===== src/rtl/sdrc_bist_pkg.sv =====
// Shared types and LFSR helpers for the sdrc_core BIST traffic generator.
package sdrc_bist_pkg;

    typedef enum logic [2:0] {
        ST_IDLE,
        ST_WAIT_INIT,
        ST_WR_REQ,
        ST_WR_DATA,
        ST_RD_REQ,
        ST_RD_DATA,
        ST_NEXT,
        ST_FIN
    } bist_state_e;

    // Right-shifting Galois form of x^32 + x^22 + x^2 + x + 1.
    localparam logic [31:0] LFSR_POLY      = 32'h8020_0003;
    localparam logic [31:0] LFSR_ZERO_SEED = 32'h0000_0001;

    function automatic logic [31:0] lfsr_next(input logic [31:0] s);
        return s[0] ? ((s >> 1) ^ LFSR_POLY) : (s >> 1);
    endfunction

endpackage


===== src/rtl/sdrc_bist_lfsr.sv =====
// Loadable LFSR whose registered output word is the LFSR state replicated per
// 32-bit lane, each lane XORed with its lane index.
module sdrc_bist_lfsr
    import sdrc_bist_pkg::*;
#(
    parameter int APP_DW = 32
) (
    input  logic              clk,
    input  logic              reset_n,
    input  logic              load_i,
    input  logic [31:0]       seed_i,
    input  logic              adv_i,
    input  logic              flip_i,
    output logic [APP_DW-1:0] word_o
);

    localparam int NUM_LANES = APP_DW / 32;

    logic [31:0]       state_q, state_d;
    logic [APP_DW-1:0] word_q, word_d;

    function automatic logic [APP_DW-1:0] replicate(input logic [31:0] v);
        logic [APP_DW-1:0] r;
        for (int k = 0; k < NUM_LANES; k++) begin
            r[32*k +: 32] = v ^ 32'(k);
        end
        return r;
    endfunction

    // NOTE: every combinational output gets a default first so no latch is inferred.
    always_comb begin
        state_d = state_q;
        word_d  = word_q;
        if (load_i) begin
            state_d = (seed_i == 32'd0) ? LFSR_ZERO_SEED : seed_i;
        end else if (adv_i) begin
            state_d = lfsr_next(state_q);
        end
        if (load_i || adv_i) begin
            word_d = replicate(state_d) ^ APP_DW'(flip_i);
        end
    end

    // NOTE: sequential state is updated with non-blocking assignments only.
    always_ff @(posedge clk) begin
        if (!reset_n) begin
            state_q <= '0;
            word_q  <= '0;
        end else begin
            state_q <= state_d;
            word_q  <= word_d;
        end
    end

    assign word_o = word_q;

endmodule


===== src/rtl/sdrc_bist_gen.sv =====
// Write/read-back BIST traffic generator and checker for the sdrc_core app port.
// Optional SDRC_BIST_ERR_INJ_EN adds err_inject, a single-shot bit-0 flip of the next written word.
module sdrc_bist_gen
    import sdrc_bist_pkg::*;
#(
    parameter int APP_AW = 26,
    parameter int APP_DW = 32,
    parameter int ERR_CW = 16
) (
    input  logic                clk,
    input  logic                reset_n,
    input  logic                start,
`ifdef SDRC_BIST_ERR_INJ_EN
    input  logic                err_inject,
`endif
    input  logic [APP_AW-1:0]   cfg_base_addr,
    input  logic [APP_AW-1:0]   cfg_stride,
    input  logic [8:0]          cfg_len,
    input  logic [15:0]         cfg_num_bursts,
    input  logic [31:0]         cfg_seed,
    input  logic                sdr_init_done,
    output logic                busy,
    output logic                done,
    output logic                pass,
    output logic [ERR_CW-1:0]   err_cnt,
    output logic [APP_AW-1:0]   first_err_addr,
    output logic                app_req,
    output logic                app_req_wr_n,
    output logic [APP_AW-1:0]   app_req_addr,
    output logic [8:0]          app_req_len,
    input  logic                app_req_ack,
    output logic [APP_DW-1:0]   app_wr_data,
    output logic [APP_DW/8-1:0] app_wr_en_n,
    input  logic                app_wr_next_req,
    input  logic                app_rd_valid,
    input  logic [APP_DW-1:0]   app_rd_data
);

    bist_state_e         state_q, state_d;
    logic [APP_AW-1:0]   addr_q, addr_d, stride_q, stride_d, first_err_q, first_err_d;
    logic [8:0]          len_q, len_d, w_q, w_d;
    logic [15:0]         num_q, num_d, b_q, b_d;
    logic [31:0]         seed_q, seed_d, load_seed;
    logic [ERR_CW-1:0]   err_cnt_q, err_cnt_d;
    logic                done_q, done_d, pass_q, pass_d, busy_q, busy_d;
    logic                req_q, req_d, req_wr_n_q, req_wr_n_d;
    logic [APP_DW/8-1:0] wr_en_n_q, wr_en_n_d;
    logic                last_word, wr_load, wr_adv, rd_load, rd_adv, wr_flip;
    logic [APP_DW-1:0]   wr_word, rd_word;

    always_ff @(posedge clk) begin
        if (!reset_n) state_q <= ST_IDLE;
        else          state_q <= state_d;
    end

    assign last_word = (w_q == len_q - 9'd1);

    always_comb begin
        state_d = state_q;
        case (state_q)
            ST_IDLE:      if (start) state_d = (cfg_num_bursts == 16'd0) ? ST_FIN : ST_WAIT_INIT;
            ST_WAIT_INIT: if (sdr_init_done) state_d = ST_WR_REQ;
            ST_WR_REQ:    if (app_req_ack) state_d = ST_WR_DATA;
            ST_WR_DATA:   if (app_wr_next_req && last_word) state_d = ST_RD_REQ;
            ST_RD_REQ:    if (app_req_ack) state_d = ST_RD_DATA;
            ST_RD_DATA:   if (app_rd_valid && last_word) state_d = ST_NEXT;
            ST_NEXT:      state_d = (b_q + 16'd1 == num_q) ? ST_FIN : ST_WR_REQ;
            ST_FIN:       state_d = ST_IDLE;
            default:      state_d = ST_IDLE;
        endcase
    end

    // Generators load one cycle ahead so data is valid from request-state entry.
    assign wr_load   = (state_d == ST_WR_REQ) && (state_q != ST_WR_REQ);
    assign rd_load   = (state_d == ST_RD_REQ) && (state_q != ST_RD_REQ);
    assign wr_adv    = (state_q == ST_WR_DATA) && app_wr_next_req;
    assign rd_adv    = (state_q == ST_RD_DATA) && app_rd_valid;
    assign load_seed = seed_q ^ {16'd0, b_d};

    always_comb begin
        addr_d      = addr_q;
        stride_d    = stride_q;
        first_err_d = first_err_q;
        len_d       = len_q;
        w_d         = w_q;
        num_d       = num_q;
        b_d         = b_q;
        seed_d      = seed_q;
        err_cnt_d   = err_cnt_q;
        done_d      = done_q;
        pass_d      = pass_q;
        busy_d      = (state_d != ST_IDLE);
        req_d       = (state_d == ST_WR_REQ) || (state_d == ST_RD_REQ);
        req_wr_n_d  = (state_d != ST_WR_REQ);
        wr_en_n_d   = ((state_d == ST_WR_REQ) || (state_d == ST_WR_DATA)) ? '0 : '1;
        case (state_q)
            ST_IDLE: begin
                if (start) begin
                    addr_d      = cfg_base_addr;
                    stride_d    = cfg_stride;
                    len_d       = (cfg_len == 9'd0) ? 9'd1 : cfg_len;
                    num_d       = cfg_num_bursts;
                    seed_d      = cfg_seed;
                    b_d         = 16'd0;
                    w_d         = 9'd0;
                    err_cnt_d   = '0;
                    first_err_d = '0;
                    done_d      = 1'b0;
                    pass_d      = 1'b0;
                end
            end
            ST_WR_DATA: if (wr_adv) w_d = last_word ? 9'd0 : w_q + 9'd1;
            ST_RD_DATA: begin
                if (rd_adv) begin
                    w_d = last_word ? 9'd0 : w_q + 9'd1;
                    if (app_rd_data != rd_word) begin
                        if (err_cnt_q == '0) first_err_d = addr_q + APP_AW'(w_q);
                        if (err_cnt_q != '1) err_cnt_d = err_cnt_q + 1'b1;
                    end
                end
            end
            ST_NEXT: begin
                b_d    = b_q + 16'd1;
                addr_d = addr_q + stride_q;
            end
            ST_FIN: begin
                done_d = 1'b1;
                pass_d = (err_cnt_q == '0);
            end
            default: ;
        endcase
    end

    always_ff @(posedge clk) begin
        if (!reset_n) begin
            addr_q      <= '0;
            stride_q    <= '0;
            first_err_q <= '0;
            len_q       <= '0;
            w_q         <= '0;
            num_q       <= '0;
            b_q         <= '0;
            seed_q      <= '0;
            err_cnt_q   <= '0;
            done_q      <= 1'b0;
            pass_q      <= 1'b0;
            busy_q      <= 1'b0;
            req_q       <= 1'b0;
            req_wr_n_q  <= 1'b1;
            wr_en_n_q   <= '1;
        end else begin
            addr_q      <= addr_d;
            stride_q    <= stride_d;
            first_err_q <= first_err_d;
            len_q       <= len_d;
            w_q         <= w_d;
            num_q       <= num_d;
            b_q         <= b_d;
            seed_q      <= seed_d;
            err_cnt_q   <= err_cnt_d;
            done_q      <= done_d;
            pass_q      <= pass_d;
            busy_q      <= busy_d;
            req_q       <= req_d;
            req_wr_n_q  <= req_wr_n_d;
            wr_en_n_q   <= wr_en_n_d;
        end
    end

`ifdef SDRC_BIST_ERR_INJ_EN
    logic inj_arm_q, inj_arm_d;

    // The flip is consumed only by a word that will actually be written.
    assign wr_flip = inj_arm_q && (wr_load || (wr_adv && !last_word));

    always_comb begin
        inj_arm_d = inj_arm_q;
        if (wr_flip)    inj_arm_d = 1'b0;
        if (err_inject) inj_arm_d = 1'b1;
    end

    always_ff @(posedge clk) begin
        if (!reset_n) inj_arm_q <= 1'b0;
        else          inj_arm_q <= inj_arm_d;
    end
`else
    assign wr_flip = 1'b0;
`endif

    sdrc_bist_lfsr #(.APP_DW(APP_DW)) u_wr_lfsr (
        .clk     (clk),
        .reset_n (reset_n),
        .load_i  (wr_load),
        .seed_i  (load_seed),
        .adv_i   (wr_adv),
        .flip_i  (wr_flip),
        .word_o  (wr_word)
    );

    sdrc_bist_lfsr #(.APP_DW(APP_DW)) u_rd_lfsr (
        .clk     (clk),
        .reset_n (reset_n),
        .load_i  (rd_load),
        .seed_i  (load_seed),
        .adv_i   (rd_adv),
        .flip_i  (1'b0),
        .word_o  (rd_word)
    );

    assign busy           = busy_q;
    assign done           = done_q;
    assign pass           = pass_q;
    assign err_cnt        = err_cnt_q;
    assign first_err_addr = first_err_q;
    assign app_req        = req_q;
    assign app_req_wr_n   = req_wr_n_q;
    assign app_req_addr   = addr_q;
    assign app_req_len    = len_q;
    assign app_wr_data    = wr_word;
    assign app_wr_en_n    = wr_en_n_q;

endmodule


===== config.mk =====
export PLATFORM = sky130hd
export DESIGN_NAME = sdrc_bist_gen
export DESIGN_NICKNAME = d
export VERILOG_FILES = /design/src/rtl/sdrc_bist_pkg.sv /design/src/rtl/sdrc_bist_lfsr.sv /design/src/rtl/sdrc_bist_gen.sv
export SDC_FILE = /design/constraint.sdc
export NUM_CORES = 1
export LEC_CHECK = 0
export CORE_UTILIZATION = 45
export DETAILED_ROUTE_END_ITERATION = 8
export PLACE_DENSITY = 0.7
export SETUP_SLACK_MARGIN = 0.2
export SLEW_MARGIN = 20
export SYNTH_ARGS = -nofsm -noshare
export SYNTH_HDL_FRONTEND = slang
export SYNTH_SLANG_ARGS = --single-unit

===== constraint.sdc =====
create_clock -name clk -period 3.7 [get_ports clk]
set_input_delay 0.74 -clock clk [delete_from_list [all_inputs] [get_ports clk]]
set_output_delay 0.74 -clock clk [all_outputs]
set_load 0.01 [all_outputs]

==> flow_metrics.tcl <==
set metrics [dict create \
    status "finished, final reports clean" \
    die_w_um 189 \
    dpl.cell_count 2618 \
    endpoint_kind "register" \
    die-area_mm2 0.0359 \
    pwr-share-seq 0.424 \
    io_pins 266 \
    avgViaCountPerCell 5.64 \
    grt_overflow 0 \
    cts_buffer_depth 3 \
    antenna_found_initial 6 \
    insertion_delay_ns 0.54 \
    grt_pass1_vias 14241 \
    syn_to_final_growth_pct 27.1 \
    synth.area.top_cells "dfxtp_1 (40%), nand2_1 (10%), a21oi_1 (6.3%), xnor2_1 (5.8%), ha_1 (3.1%)" \
    cp.required_ns 4.15 \
    whs_ns 0.456 \
    crit_type "register to register" \
    dr_total_vias 15156 \
    cts_max_level 2 \
    ys_seq_area_frac 0.396 \
    stdcell_count 2686 \
    avgSynthCellArea_um2 7.96 \
    internal_power_mw 6.47 \
    leakage_nw 7.36 \
    gp_congestion 0.911 \
    cts.sinks 313 \
    synth_common_cells "nand2_1 (438), dfxtp_1 (313), a21oi_1 (199), nor2_1 (128), xnor2_1 (104)" \
    power_density_mw_per_mm2 439 \
    irDropWorstVdd_v 0.000267 \
    synth.most_common_cell "nand2_1" \
    postSynthCellCount 1988 \
    cts_tree "yes" \
    place_hpwl_um 34700 \
    die_y_um 189 \
    synth-edff-count 0 \
    period_minus_slack_ns 3.29 \
    drc 0 \
    fin_nets 2389 \
    syn_nets 2177 \
    drv_slew 0 \
    ys.flop_type "dfxtp_1" \
    io_buffers 265 \
    tightest_slew_ns 1.09 \
    ys_seq_elements 313 \
    hold_viol_final 0 \
    ant_nets 0 \
    grt_start_max_net_pins 79 \
    arrival_ns 3.74 \
    p_sw_mw 2.34 \
    synth_top_area_frac 0.396 \
    post_cts_buffers 0 \
    slew_headroom 0.271 \
    finalCritPeriodShare 0.889 \
    crit_fanout 24 \
    synthArstFlopShare 0 \
    clock.fmax_mhz 304 \
    post_dp_cell_area_mm2 0.0188 \
    rsz0062_at_grt "no" \
    synth.largest_area_cell "dfxtp_1" \
    total_power_mw 8.82 \
    core_area_mm2 0.0345 \
    cts-buffers-inserted 35 \
    grt_pass1_wl_um 75100 \
    cap_viol_max_count 0 \
    nFillCells 3115 \
    grt_usage 0.261 \
    drt-initial-drc-count 1256 \
    yosys_warnings 0 \
    final_area_mm2 0.0201 \
    dr.pass1.iters 6 \
    drive_gt1_frac 0.0660 \
    min_path_type "register to register" \
    start_util 0.458 \
    root_buffer "clkbuf_16" \
    synth.distinct_cells 85 \
    clockPowerShare 0.424 \
    p_sw_frac 0.266 \
    routedWlPerCell_um 18.0 \
    drt-total-wl_um 48200 \
    rows 68 \
    fin_skew_ns 0.0283 \
    syn-cell-area_mm2 0.0158 \
    finalSetupViolCount 0 \
    fin_tns_setup_ns 0 \
    clkTransAtPathRegs_ns 0.06 \
    power_frac_comb 0.152 \
    start_kind "register" \
]
==> layout make-up <==
type | instances | area, um^2 | area share
tap | 455 | 569 | 0.0283
clock inverter | 16 | 274 | 0.0136
clock buffer | 48 | 965 | 0.0480
multi-input combinational | 1518 | 8890 | 0.443
inverter | 26 | 100 | 0.00498
timing repair buffer | 306 | 3020 | 0.150
antenna | 4 | 10.0 | 0.000498
sequential | 313 | 6270 | 0.312
==> worst paths after layout <==
kind                             start                    to  slack, ns  depth (start not counted)
setup / recovery            state_q[1]  u_wr_lfsr.state_q[0]       0.41                          6
hold / removal    u_rd_lfsr.state_q[9]  u_rd_lfsr.state_q[9]       0.46                          2
setup reg to reg            state_q[1]  u_wr_lfsr.state_q[0]       0.41                          6
hold reg to reg   u_rd_lfsr.state_q[9]  u_rd_lfsr.state_q[9]       0.46                          2
==> flip-flops by register name (all words and copies together) (netlist names) <==
name and flops:
app_req 1, app_req_addr 26, app_req_len 9, app_req_wr_n 1, app_wr_en_n 1, b_q 16
busy 1, done 1, err_cnt 16, first_err_addr 26, num_q 16, pass 1
seed_q 32, state_q 3, stride_q 26, u_rd_lfsr.state_q 32, u_rd_lfsr.word_o 32, u_wr_lfsr.state_q 32
u_wr_lfsr.word_o 32, w_q 9
==> placed cells by master, fill, tap and decap left out, types with 6 or more instances in the layout <==
cell,n
clkdlybuf4s50_1,264
nand2b_1,6
clkbuf_1,9
a21oi_1,199
nor2_1,128
nand3_1,54
nor3b_1,9
and2_1,15
dfxtp_1,313
clkbuf_16,35
a21o_1,15
a22oi_1,12
and3_1,20
nor2b_1,7
a311oi_1,15
a21boi_0,30
o31ai_1,25
o31ai_2,13
ha_1,39
o21ai_0,64
clkinv_2,6
nand2_1,437
xor2_1,45
nor4_1,25
nand4_1,27
a31oi_1,74
nor3_1,27
or3_1,9
buf_4,36
o21a_1,8
inv_1,25
mux2i_1,6
xnor2_1,104
bufinv_16,6
==> what timing repair did <==
item	CTS	global route
endpoints found under the setup margin	0	5
hold buffers	0	0
resized for setup	0	1
==> logic make-up after synthesis <==
| logic type | count (synthesis) | synth area share |
|---|---|---|
| flops | 313 | 0.396 |
| compound gates | 517 | 0.209 |
| fa+ha+maj | 41 | 0.0334 |
| buf+inv | 157 | 0.0429 |
| mux | 9 | 0.00593 |
| xor+xnor | 149 | 0.0825 |
| simple gates | 802 | 0.230 |
==> routing by layer <==
metal / vias to the layer above / share of wire / track usage / routed length (um)
li1: 7401 / - / - / -
met1: 7094 / 0.45 / 0.348 / 21500
met2: 561 / 0.44 / 0.417 / 21400
met3: 96 / 0.074 / 0.0450 / 3560
met4: 4 / 0.035 / 0.105 / 1680
met5: - / 0.00064 / 0 / 31
==> worst max-delay path: stages, from the launching register on <==
cell	delay [ns]
dfxtp_1	0.69
nand3b_2	0.57
o31ai_1	0.74
xor2_1	0.34
nor4b_2	0.35
a41oi_2	0.21
a311oi_2	0.30
==> power by group through the flow <==
stage / sequential [mW] / clock (mW) / combinational [mW]
after floorplan: 3.78 / 0 / 0.774
after global placement: 3.81 / 0 / 1.30
after detailed placement: 3.81 / 0 / 1.33
after CTS: 3.74 / 3.79 / 1.34
after global routing: 3.76 / 3.95 / 1.46
final: 3.74 / 3.74 / 1.34
==> per-stage QoR <==
| step | setup WS (ns) | utilization |
|---|---|---|
| after floorplan | 0.756 | - |
| after global placement | 0.239 | 0.545 |
| after detailed placement | 0.185 | 0.545 |
| after CTS | 0.486 | 0.581 |
| after global routing | 0.232 | 0.582 |
| final | 0.410 | 0.582 |
(Power assumes the default switching activity.)
==> RTL edit 1: new RTL, same settings <==
`APP_AW`: 26 -> 52.
--- a/src/rtl/sdrc_bist_gen.sv
+++ b/src/rtl/sdrc_bist_gen.sv
@@ -3,7 +3,7 @@
 module sdrc_bist_gen
     import sdrc_bist_pkg::*;
 #(
-    parameter int APP_AW = 26,
+    parameter int APP_AW = 52,
     parameter int APP_DW = 32,
     parameter int ERR_CW = 16
 ) (
Ports: changed (resized app_req_addr, cfg_base_addr, cfg_stride and first_err_addr); port bits go from 266 to 370. No check against the original RTL was run, so the function may have changed too.
==> RTL edit 1 against the original RTL <==
  * Sequential cell count up 78
  * Power increased by 23%
  * Synthesized area grew 29%
  * Non-clock buffer count rose by 164
  * Critical path depth grew 7
  * Via count rose by 36%
  * Final cell count increased by 37%
  * Worst setup slack worse by 25 ps
  * Highest routed layer unchanged
  * Design area grew 32%
  * Wire length is 43% higher
  * Fmax down 0.77%
==> RTL edit 1: results (changes against the original RTL) <==
<table>
<tr><th>Metric</th><th>Value</th></tr>
<tr><th colspan="2">Logic synthesis</th></tr>
<tr><td>Sequential cell area fraction in the yosys report</td><td>0.383 (was 0.396)</td></tr>
<tr><td>Largest cells by area after synthesis</td><td>sky130_fd_sc_hd__dfxtp_1 38%, sky130_fd_sc_hd__nand2_1 11%, sky130_fd_sc_hd__a21oi_1 7.1% (was sky130_fd_sc_hd__dfxtp_1 40%, sky130_fd_sc_hd__nand2_1 10%, sky130_fd_sc_hd__a21oi_1 6.3%)</td></tr>
<tr><td>Adder and majority cell fraction of the synthesized area</td><td>0.0423 (was 0.0334)</td></tr>
<tr><td>Post-synthesis share of cell area spent on xor and xnor gates</td><td>0.0828 (was 0.0825)</td></tr>
<tr><td>Synth Area in Compound Gates</td><td>0.205 (was 0.209)</td></tr>
<tr><td>Cell variety after synth</td><td>77 (was 85)</td></tr>
<tr><th colspan="2">Setup path</th></tr>
<tr><td>Reg2Reg Depth</td><td>13 (was 6)</td></tr>
<tr><td>Register-to-register path setup slack</td><td>380 ps (was 410 ps)</td></tr>
<tr><td>Highest cell delay on the worst timing path</td><td>510 ps (was 740 ps)</td></tr>
<tr><td>CP max FO</td><td>6 (was 24)</td></tr>
<tr><th colspan="2">Route</th></tr>
<tr><td>Vias per Instance</td><td>5.60 (was 5.64)</td></tr>
<tr><td>Detail Route met3 WL</td><td>4.65 mm (was 3.56 mm)</td></tr>
<tr><td>Detail-routed net length per standard cell</td><td>18.8 um (was 18.0 um)</td></tr>
<tr><td>Detailed-router iteration count before antenna repair</td><td>5 (was 6)</td></tr>
<tr><th colspan="2">STA</th></tr>
<tr><td>Clk_skew</td><td>29.0 ps (was 28.3 ps)</td></tr>
<tr><th colspan="2">Worst hold path</th></tr>
<tr><td>Destination of the worst hold path</td><td>u_wr_lfsr.word_o[5] (was u_rd_lfsr.state_q[9])</td></tr>
<tr><td>Min-Delay Startpoint</td><td>u_wr_lfsr.word_o[5] (was u_rd_lfsr.state_q[9])</td></tr>
<tr><th colspan="2">Placed design</th></tr>
<tr><td>Half-perimeter wire length of the detailed placement result</td><td>51.6 mm (was 34.7 mm)</td></tr>
<tr><td>Placed Cells</td><td>3584 (was 2618)</td></tr>
<tr><th colspan="2">Layout</th></tr>
<tr><td>Clock Buffer Count</td><td>62 (was 48)</td></tr>
<tr><td>Clock-cell share of area</td><td>0.0552 (was 0.0616)</td></tr>
<tr><td>Register Area</td><td>0.00783 sq mm (was 0.00627 sq mm)</td></tr>
<tr><th colspan="2">Run status</th></tr>
<tr><td>Run status</td><td>complete, no violations (unchanged)</td></tr>
<tr><th colspan="2">Global routing</th></tr>
<tr><td>Global-route track usage on met3</td><td>0.0386 (was 0.0450)</td></tr>
<tr><td>Met2 global-route usage</td><td>0.446 (was 0.417)</td></tr>
</table>
## RTL edit 1: cell count changes in the layout (fill, tap and decap cells not counted), moves of 32 or more
cell / delta
sky130_fd_sc_hd__a21oi_1: +90
sky130_fd_sc_hd__buf_4: +59
sky130_fd_sc_hd__clkdlybuf4s50_1: +104
sky130_fd_sc_hd__dfxtp_1: +78
sky130_fd_sc_hd__inv_1: +41
sky130_fd_sc_hd__nand2_1: +140
sky130_fd_sc_hd__nand3_1: +32
sky130_fd_sc_hd__nor2_1: +93
sky130_fd_sc_hd__o21ai_0: +87
## RTL edit 1: worst reg2reg max path, delay by kind of cell, from the launching register on
kind                       cells  cell delay, ps
buffers and inverters          3             470
adders and majority gates      1             410
DFF                            1             310
AOI/OAI and AO/OA              6            1740
and+or+nand+nor                3             290
## RTL edit 1: per-stage QoR
stage | util | hold WS [ps] | cell area [sq um] | power [mW] | setup WS (ps)
floorplan | - | 437 | 20400 | 5.65 | 665
global placement | 0.562 | 444 | 25000 | 6.44 | 72.7
detailed placement | 0.562 | 451 | 25000 | 6.47 | -2.08
CTS | 0.595 | 460 | 26500 | 10.9 | 354
global route | 0.596 | 476 | 26500 | 11.3 | 200
finish | 0.597 | 458 | 26600 | 10.9 | 385
## RTL edit 1: power by group through the flow
stage	Sequential [mW]	Clock (mW)	Combinational [mW]
6_report	4.61	4.46	1.79
5_1_grt	4.63	4.69	1.95
4_1_cts	4.61	4.53	1.78
3_5_place_dp	4.70	0	1.77
3_3_place_gp	4.69	0	1.75
2_1_floorplan	4.67	0	0.982
## RTL edit 1: repair_timing
action / in CTS / in global routing
endpoints found under the setup margin: 0 / 6
buffers inserted: 0 / 6
gates resized for setup: 0 / 2
hold buffers: 0 / 0
==> RTL edit 2: new RTL, config.mk and constraints unchanged <==
Made on the original files. Take the reset off `addr_q` and load it in a clocked block of its own.
--- a/src/rtl/sdrc_bist_gen.sv
+++ b/src/rtl/sdrc_bist_gen.sv
@@ -133,7 +133,6 @@
 
     always_ff @(posedge clk) begin
         if (!reset_n) begin
-            addr_q      <= '0;
             stride_q    <= '0;
             first_err_q <= '0;
             len_q       <= '0;
@@ -149,7 +148,6 @@
             req_wr_n_q  <= 1'b1;
             wr_en_n_q   <= '1;
         end else begin
-            addr_q      <= addr_d;
             stride_q    <= stride_d;
             first_err_q <= first_err_d;
             len_q       <= len_d;
@@ -167,6 +165,10 @@
         end
     end
 
+    always_ff @(posedge clk) begin
+        addr_q <= addr_d;
+    end
+
 `ifdef SDRC_BIST_ERR_INJ_EN
     logic inj_arm_q, inj_arm_d;
 
Formal check against the unedited RTL: not equivalent (a bounded check fails within 4 cycles, from zero or initial values and one cycle with reset_n low).
==> RTL edit 2 against the original RTL <==
  * Clock skew rose by 3.2 ps
  * Synthesized area is 0.46% lower
  * Sequential cell count stayed put
  * Final cell count is 2.4% lower
  * Wire length down 1.6%
  * Clock power rose by 2%
  * Sequential share of layout area rose by 0.78 points
  * Design area up 1.7%
  * Non-clock buffer count up 26
  * Critical path depth up 7
  * Power grew 2.0%
  * Die area shrank 0.45%
  * Worst setup slack got worse by 94 ps
  * Via count decreased by 2.9%
  * Largest cell class unchanged
==> RTL edit 2: results (changes against the original RTL) <==
<table>
<tr><th>Metric</th><th>Value</th></tr>
<tr><th colspan="2">Run status</th></tr>
<tr><td>Run status</td><td>complete, no violations (unchanged)</td></tr>
<tr><th colspan="2">Placed design</th></tr>
<tr><td>Placed Cells</td><td>2549 (was 2618)</td></tr>
<tr><td>GPL Wtd Cong</td><td>0.912 (was 0.911)</td></tr>
<tr><th colspan="2">Power and ir drop</th></tr>
<tr><td>Power consumed by sequential cells</td><td>3.78 mW (was 3.74 mW)</td></tr>
<tr><td>Total power</td><td>8.99 mW (was 8.82 mW)</td></tr>
<tr><td>Fraction of power consumed by combinational cells</td><td>0.158 (was 0.152)</td></tr>
<tr><th colspan="2">Logic synthesis</th></tr>
<tr><td>Sequential cell area fraction in the yosys report</td><td>0.415 (was 0.396)</td></tr>
<tr><th colspan="2">Worst hold path</th></tr>
<tr><td>Destination of the worst hold path</td><td>u_rd_lfsr.state_q[6] (was u_rd_lfsr.state_q[9])</td></tr>
<tr><td>Min-Delay Startpoint</td><td>u_rd_lfsr.state_q[6] (was u_rd_lfsr.state_q[9])</td></tr>
<tr><th colspan="2">Layout</th></tr>
<tr><td>Non-clock buffers, area share</td><td>0.158 (was 0.150)</td></tr>
<tr><td>Fraction of final layout cells with drive strength greater than 1</td><td>0.0849 (was 0.0660)</td></tr>
<tr><td>Number of non-clock inverters</td><td>22 (was 26)</td></tr>
<tr><td>Clock Buffer Count</td><td>49 (was 48)</td></tr>
<tr><th colspan="2">Setup path</th></tr>
<tr><td>Capturing point of the worst reg2reg path</td><td>u_wr_lfsr.word_o[2] (was u_wr_lfsr.state_q[0])</td></tr>
<tr><td>Reg2Reg Depth</td><td>13 (was 6)</td></tr>
<tr><td>CP max FO</td><td>21 (was 24)</td></tr>
<tr><td>Critical path origin</td><td>b_q[0] (was state_q[1])</td></tr>
<tr><th colspan="2">Route</th></tr>
<tr><td>1st-iter DRT viols</td><td>1194 (was 1256)</td></tr>
<tr><td>Detailed-router iteration count before antenna repair</td><td>5 (was 6)</td></tr>
<tr><td>Detail-routed net length per standard cell</td><td>18.1 um (was 18.0 um)</td></tr>
<tr><th colspan="2">STA</th></tr>
<tr><td>Clk_skew</td><td>31.5 ps (was 28.3 ps)</td></tr>
<tr><td>Transition time at the pin with the least slew margin</td><td>1140 ps (was 1090 ps)</td></tr>
<tr><td>Slack of the critical path</td><td>316 ps (was 410 ps)</td></tr>
<tr><th colspan="2">Global routing</th></tr>
<tr><td>First-pass GRT wire length</td><td>74.3 mm (was 75.1 mm)</td></tr>
<tr><td>Initial antenna violation count</td><td>1 (was 6)</td></tr>
<tr><th colspan="2">CTS</th></tr>
<tr><td>Number of buffers inserted during clock tree synthesis</td><td>37 (was 35)</td></tr>
</table>
[RTL edit 2: critical path, delay by kind of cell (launching register included)]
kind | cells | cell delay, ps
AND/OR/NAND/NOR | 4 | 1290
AO/OA/AOI/OAI | 5 | 930
buffers and inverters | 3 | 520
flip-flops | 1 | 320
adder cells (fa/ha/maj) | 1 | 210
[RTL edit 2: timing repair]
| item | CTS | global route |
|---|---|---|
| pin swaps | 0 | 5 |
| buffers inserted | 0 | 3 |
| gates resized for setup | 4 | 28 |
| cloned | 0 | 2 |
| setup endpoints to repair | 24 | 68 |
[RTL edit 2: per-layer routing]
layer	vias to the layer above	track usage	wire length, um
li1	7147	-	-
met1	7049	0.357	21500
met2	449	0.422	22200
met3	73	0.0339	2680
met4	0	0.0695	1130
met5	-	0	0
[RTL edit 2: kinds of logic after synthesis]
kind of cell	Yosys count	share of synthesized area
buf+inv	140	0.0378
compound gates	468	0.196
flops	313	0.415
fa+ha+maj	41	0.0335
xor+xnor	143	0.0796
simple gates	767	0.230
mux	13	0.00842
